[src/rtl/mem_access_stage.sv]
// MEM-stage access unit: EX/MEM -> data-memory req/ack handshake, pipeline stall, branch resolve, MEM/WB registers.
// Optional misaligned-access trap is enabled by defining MEM_ACCESS_MISALIGN_TRAP_EN.
module mem_access_stage #(
   parameter int ADDR_W = 32,
   parameter int DATA_W = 32
) (
   input  logic              Clk,
   input  logic              Reset,
   input  logic              MemRead_In,
   input  logic              MemWrite_In,
   input  logic              Branch_In,
   input  logic              ALUZero_In,
   input  logic              RegWrite_In,
   input  logic              MemToReg_In,
   input  logic [31:0]       ALUResult_In,
   input  logic [31:0]       RegisterRead2_In,
   input  logic [31:0]       AdderResult_In,
   input  logic [4:0]        WriteReg_In,
   output logic              DMemReq,
   output logic              DMemWe,
   output logic [ADDR_W-1:0] DMemAddr,
   output logic [DATA_W-1:0] DMemWData,
   input  logic [DATA_W-1:0] DMemRData,
   input  logic              DMemAck,
   output logic              Stall,
   output logic              PCSrc,
   output logic [31:0]       BranchTarget,
   output logic [31:0]       ReadData_Out,
   output logic [31:0]       ALUResult_Out,
   output logic [4:0]        WriteReg_Out,
   output logic              RegWrite_Out,
   output logic              MemToReg_Out,
   output logic              MisalignFault_Out
);
   typedef enum logic {IDLE, ACCESS} state_t;

   typedef struct packed {
      logic [31:0] aluResult;
      logic [4:0]  writeReg;
      logic        regWrite;
      logic        memToReg;
   } wbFields_t;

   state_t            state;
   wbFields_t         wbHold;
   logic              memOp;
   logic              misalign;
   logic              issue;
   logic [ADDR_W-1:0] reqAddr;

   assign memOp = MemRead_In | MemWrite_In;
`ifdef MEM_ACCESS_MISALIGN_TRAP_EN
   assign misalign = memOp & (ALUResult_In[1:0] != 2'b00);
`else
   assign misalign = 1'b0;
`endif
   // Word accesses only: low address bits never reach the memory.
   assign reqAddr      = ADDR_W'(ALUResult_In) & ~ADDR_W'(3);
   assign issue        = (state == IDLE) & memOp & ~misalign;
   assign Stall        = issue | ((state == ACCESS) & ~DMemAck);
   assign PCSrc        = Branch_In & ALUZero_In & ~Stall;
   assign BranchTarget = AdderResult_In;

   always_ff @(posedge Clk) begin
      if (Reset) begin
         state         <= IDLE;
         wbHold        <= '0;
         DMemReq       <= 1'b0;
         DMemWe        <= 1'b0;
         DMemAddr      <= '0;
         DMemWData     <= '0;
         ReadData_Out  <= '0;
         ALUResult_Out <= '0;
         WriteReg_Out  <= '0;
         RegWrite_Out  <= 1'b0;
         MemToReg_Out  <= 1'b0;
      end else begin
         case (state)
            IDLE: begin
               if (issue) begin
                  state        <= ACCESS;
                  DMemReq      <= 1'b1;
                  DMemWe       <= MemWrite_In;
                  DMemAddr     <= reqAddr;
                  DMemWData    <= DATA_W'(RegisterRead2_In);
                  wbHold       <= '{ALUResult_In, WriteReg_In, RegWrite_In, MemToReg_In};
                  RegWrite_Out <= 1'b0;
                  MemToReg_Out <= 1'b0;
               end else if (misalign) begin
                  RegWrite_Out <= 1'b0;
                  MemToReg_Out <= 1'b0;
               end else begin
                  ALUResult_Out <= ALUResult_In;
                  WriteReg_Out  <= WriteReg_In;
                  RegWrite_Out  <= RegWrite_In;
                  MemToReg_Out  <= MemToReg_In;
               end
            end
            ACCESS: begin
               if (DMemAck) begin
                  state         <= IDLE;
                  ReadData_Out  <= DMemWe ? 32'h0 : 32'(DMemRData);
                  ALUResult_Out <= wbHold.aluResult;
                  WriteReg_Out  <= wbHold.writeReg;
                  RegWrite_Out  <= wbHold.regWrite;
                  MemToReg_Out  <= wbHold.memToReg;
                  DMemReq       <= 1'b0;
                  DMemWe        <= 1'b0;
                  DMemAddr      <= '0;
                  DMemWData     <= '0;
               end else begin
                  RegWrite_Out <= 1'b0;
                  MemToReg_Out <= 1'b0;
               end
            end
            default: state <= IDLE;
         endcase
      end
   end

`ifdef MEM_ACCESS_MISALIGN_TRAP_EN
   logic faultQ;
   always_ff @(posedge Clk) begin
      if (Reset) faultQ <= 1'b0;
      else       faultQ <= (state == IDLE) & misalign;
   end
   assign MisalignFault_Out = faultQ;
`else
   assign MisalignFault_Out = 1'b0;
`endif

endmodule

[config.mk]
export PLATFORM = sky130hd
export DESIGN_NAME = mem_access_stage
export DESIGN_NICKNAME = d
export VERILOG_FILES = /design/src/rtl/mem_access_stage.sv
export SDC_FILE = /design/constraint.sdc
export NUM_CORES = 1
export LEC_CHECK = 0
export CORE_ASPECT_RATIO = 0.6
export CORE_MARGIN = 3
export CORE_UTILIZATION = 38
export DETAILED_ROUTE_END_ITERATION = 16
export HOLD_SLACK_MARGIN = 0.12
export PLACE_DENSITY_LB_ADDON = 0.2
export SETUP_SLACK_MARGIN = 0.05
export SLEW_MARGIN = 0
export SYNTH_ARGS = -nofsm -noshare
export SYNTH_HDL_FRONTEND = slang
export SYNTH_SLANG_ARGS = --single-unit
[constraint.sdc]
create_clock -name Clk -period 1.9 [get_ports Clk]
set_input_delay 0.475 -clock Clk [delete_from_list [all_inputs] [get_ports Clk]]
set_output_delay 0.475 -clock Clk [all_outputs]
set_load 0.03 [all_outputs]
==> reports/qor.csv <==
metric,value,unit
Port Buf Inserts,246,
r2r worst-path depth,5,
WS Path Type,reg -> out,
total wire length,22200,um
Most used DFF post-synth,dfxtp_1,
Initial DRT Pass Iterations,5,
Final min period,1790,ps
Worst EP required,1420,ps
H-tree depth,4,
Nets,1154,
RSZ-0062 raised after global routing,yes,
Diodes inserted,0,
Initial DRC Count,413,
CTS Root Buffer Type,clkbuf_16,
Post-synth top cells,"175 x dfxtp_1, 144 x nand2_1, 136 x a21oi_1, 72 x a211oi_1, 53 x buf_4",
GPL Wtd Cong,0.745,
Die X,185,um
Compound-Gate Fraction of Synth Area,23.2,%
Final Non-Filler Cells,1264,
Synth top area share,48.1,%
routed length per instance,17.6,um
GR Util All Layers,20.9,%
CTS tree,done,
Hold Startpoint,Reset,
Power Dens Cells,928,nW/um^2
worst flop-to-flop path startpoint,state$_SDFF_PP0_,
Yosys reg bits,175,
routed vias,6545,
"CTS clk-pin slew, worst paths",60,ps
most common cell in the netlist,dfxtp_1,
Die Ht,113,um
ANT nets after route,0,
Worst Hold Path EP,DMemAddr[9]$_SDFFE_PP0P_,
Placed Area,9750,sq um
Register-to-Register Setup Slack,420,ps
Final Power,9450,uW
Num Clock Sinks,175,
Core Region,18400,sq um
Synth Instances,827,
setup_tns,0,ps
syn avg cell area,8.80,sq um
top area cells in the synthesized netlist,"dfxtp_1 48%, a21oi_1 9.4%, a211oi_1 7.4%, nand2_1 7.4%, buf_4 5.5%",
Skew-Pair Late Insertion Delay,410,ps
Critical Path Start Type,flip-flop,
CTS max path bufs,2,
Hold Path Stages,2,
Yosys top cell by area,dfxtp_1,
vias in the first global route,6291,
"FFs w/ async S/R, synth",0,%
reg2reg end,DMemWData[28]$_SDFFE_PP0P_,
I/O pin cnt,314,
synthesis-to-finish area growth,40.0,%
Congestion Overflow GR,0,
DRC viols,0,
Final Cell Area,10200,sq um
crit end category,output port,
Post-synth EDFFs,0,
Tcrit/Tclk final,94.0,%
Syn Std Cell Area,7280,sq um
Leak Pwr,0.00428,uW
Max Transition Viols Final,0,
CTS Buf Count,17,
Util after Layout,55.4,%
maximum clock rate,560,MHz
Post-Place Cells,1232,
number of vias per cell,5.18,
simple-gate share of the synthesized area,14.0,%
initial antenna violation count,0,
Yosys cell types,26,
worst IR drop on VDD,0.000662,V
Post-Synth Adder-Cell Area,0,%
largest family of logic cells by synthesized area,compound AO/OA/AOI/OAI gates,
largest net degree at the start of global routing,67,
first-pass GRT wire length,35200,um
share of cells above drive strength 1,7.62,%
WP data arrival,1310,ps
Post-DP HPWL,14800,um
number of max-cap violations,0,
initial core utilization,39.5,%
# rows,38,
mux cell area share after synthesis,4.95,%
HP Class,in -> reg,
Worst Path Max Fanout,3,
setup violators final,0,
final hold vios,0,
Final Skew,10.3,ps
post-synthesis xor/xnor area fraction,0,%
sequential fraction of the synthesis area,48.1,%
run status,finished clean,
total die area,20900,sq um
Synth warnings,0,
==> stage by stage <==
step                      hold WS, ps  setup WS, ps
after floorplan                   436           108
after global placement            438           200
after detailed placement          444           190
after CTS                         306          69.9
after global routing              312          50.0
final                             324           114
==> critical path: stages (launching register included) <==
cell and delay (ps):
dfxtp_2 360, nor3_4 210, nor2_4 70, nor2_2 100, buf_4 160
==> registers in the layout, indices dropped and copies added, names as in the netlist <==
name,cells
WriteReg_Out,5
state,1
MemToReg_Out,1
DMemReq,1
DMemWe,1
wbHold,39
DMemAddr,30
ALUResult_Out,32
DMemWData,32
ReadData_Out,32
RegWrite_Out,1
==> cells by family after synthesis <==
kind of cell | count (synthesis)
buf+inv | 114
flops | 175
mux | 36
compound gates | 280
simple gates | 221
other cells | 1
==> routing by layer <==
| metal | global-route usage, % | wire length, um | up-vias | share of wire (%) |
|---|---|---|---|---|
| li1 | - | - | 3240 | - |
| met1 | 29.5 | 10400 | 3058 | 47 |
| met3 | 7.61 | 2070 | 10 | 9.3 |
| met4 | 3.30 | 103 | 0 | 0.46 |
| met5 | 0 | 0 | - | 0 |
| met2 | 31.2 | 9650 | 237 | 43 |
==> final cells by class <==
| class | instances | area [sq um] |
|---|---|---|
| fillers | 1748 | 8210 |
| flip-flops and latches | 175 | 3500 |
| multi-input cells | 540 | 3110 |
| repair buffers | 278 | 2680 |
| clock buffers | 19 | 443 |
| well taps | 240 | 300 |
| clock inverters | 12 | 148 |
==> power by group <==
group | switching (uW) | internal (uW)
logic | 1090 | 751
clock network | 1530 | 2000
registers | 153 | 3920
total | 2780 | 6680
==> cells in the final DEF (no fill, tap or decap), drive strengths merged, types with 32 or more instances in the layout <==
master,n
buf,39
clkdlybuf4s50,105
nand2,144
nand3b,33
o21a,36
nand3,32
a211oi,72
dlygate4sd2,134
dfxtp,175
mux2i,36
a21oi,136
==> how the worst max path moves through the flow <==
stage	start	end	slack, ps	cells after the start
floorplan	MemWrite_In	PCSrc	110	4
global placement	DMemAck	PCSrc	200	5
detailed placement	DMemAck	PCSrc	190	5
CTS	state$_SDFF_PP0_	PCSrc	70	4
global route	state$_SDFF_PP0_	PCSrc	50	4
finish	state$_SDFF_PP0_	PCSrc	110	4
==> what timing repair did <==
action,4_1_cts,5_1_grt
setup endpoints to repair,135,1
resized for setup,136,0
pin swaps,1,0
hold buffers,0,0
buffers inserted,1,0
Power figures use the tool's default switching activity.
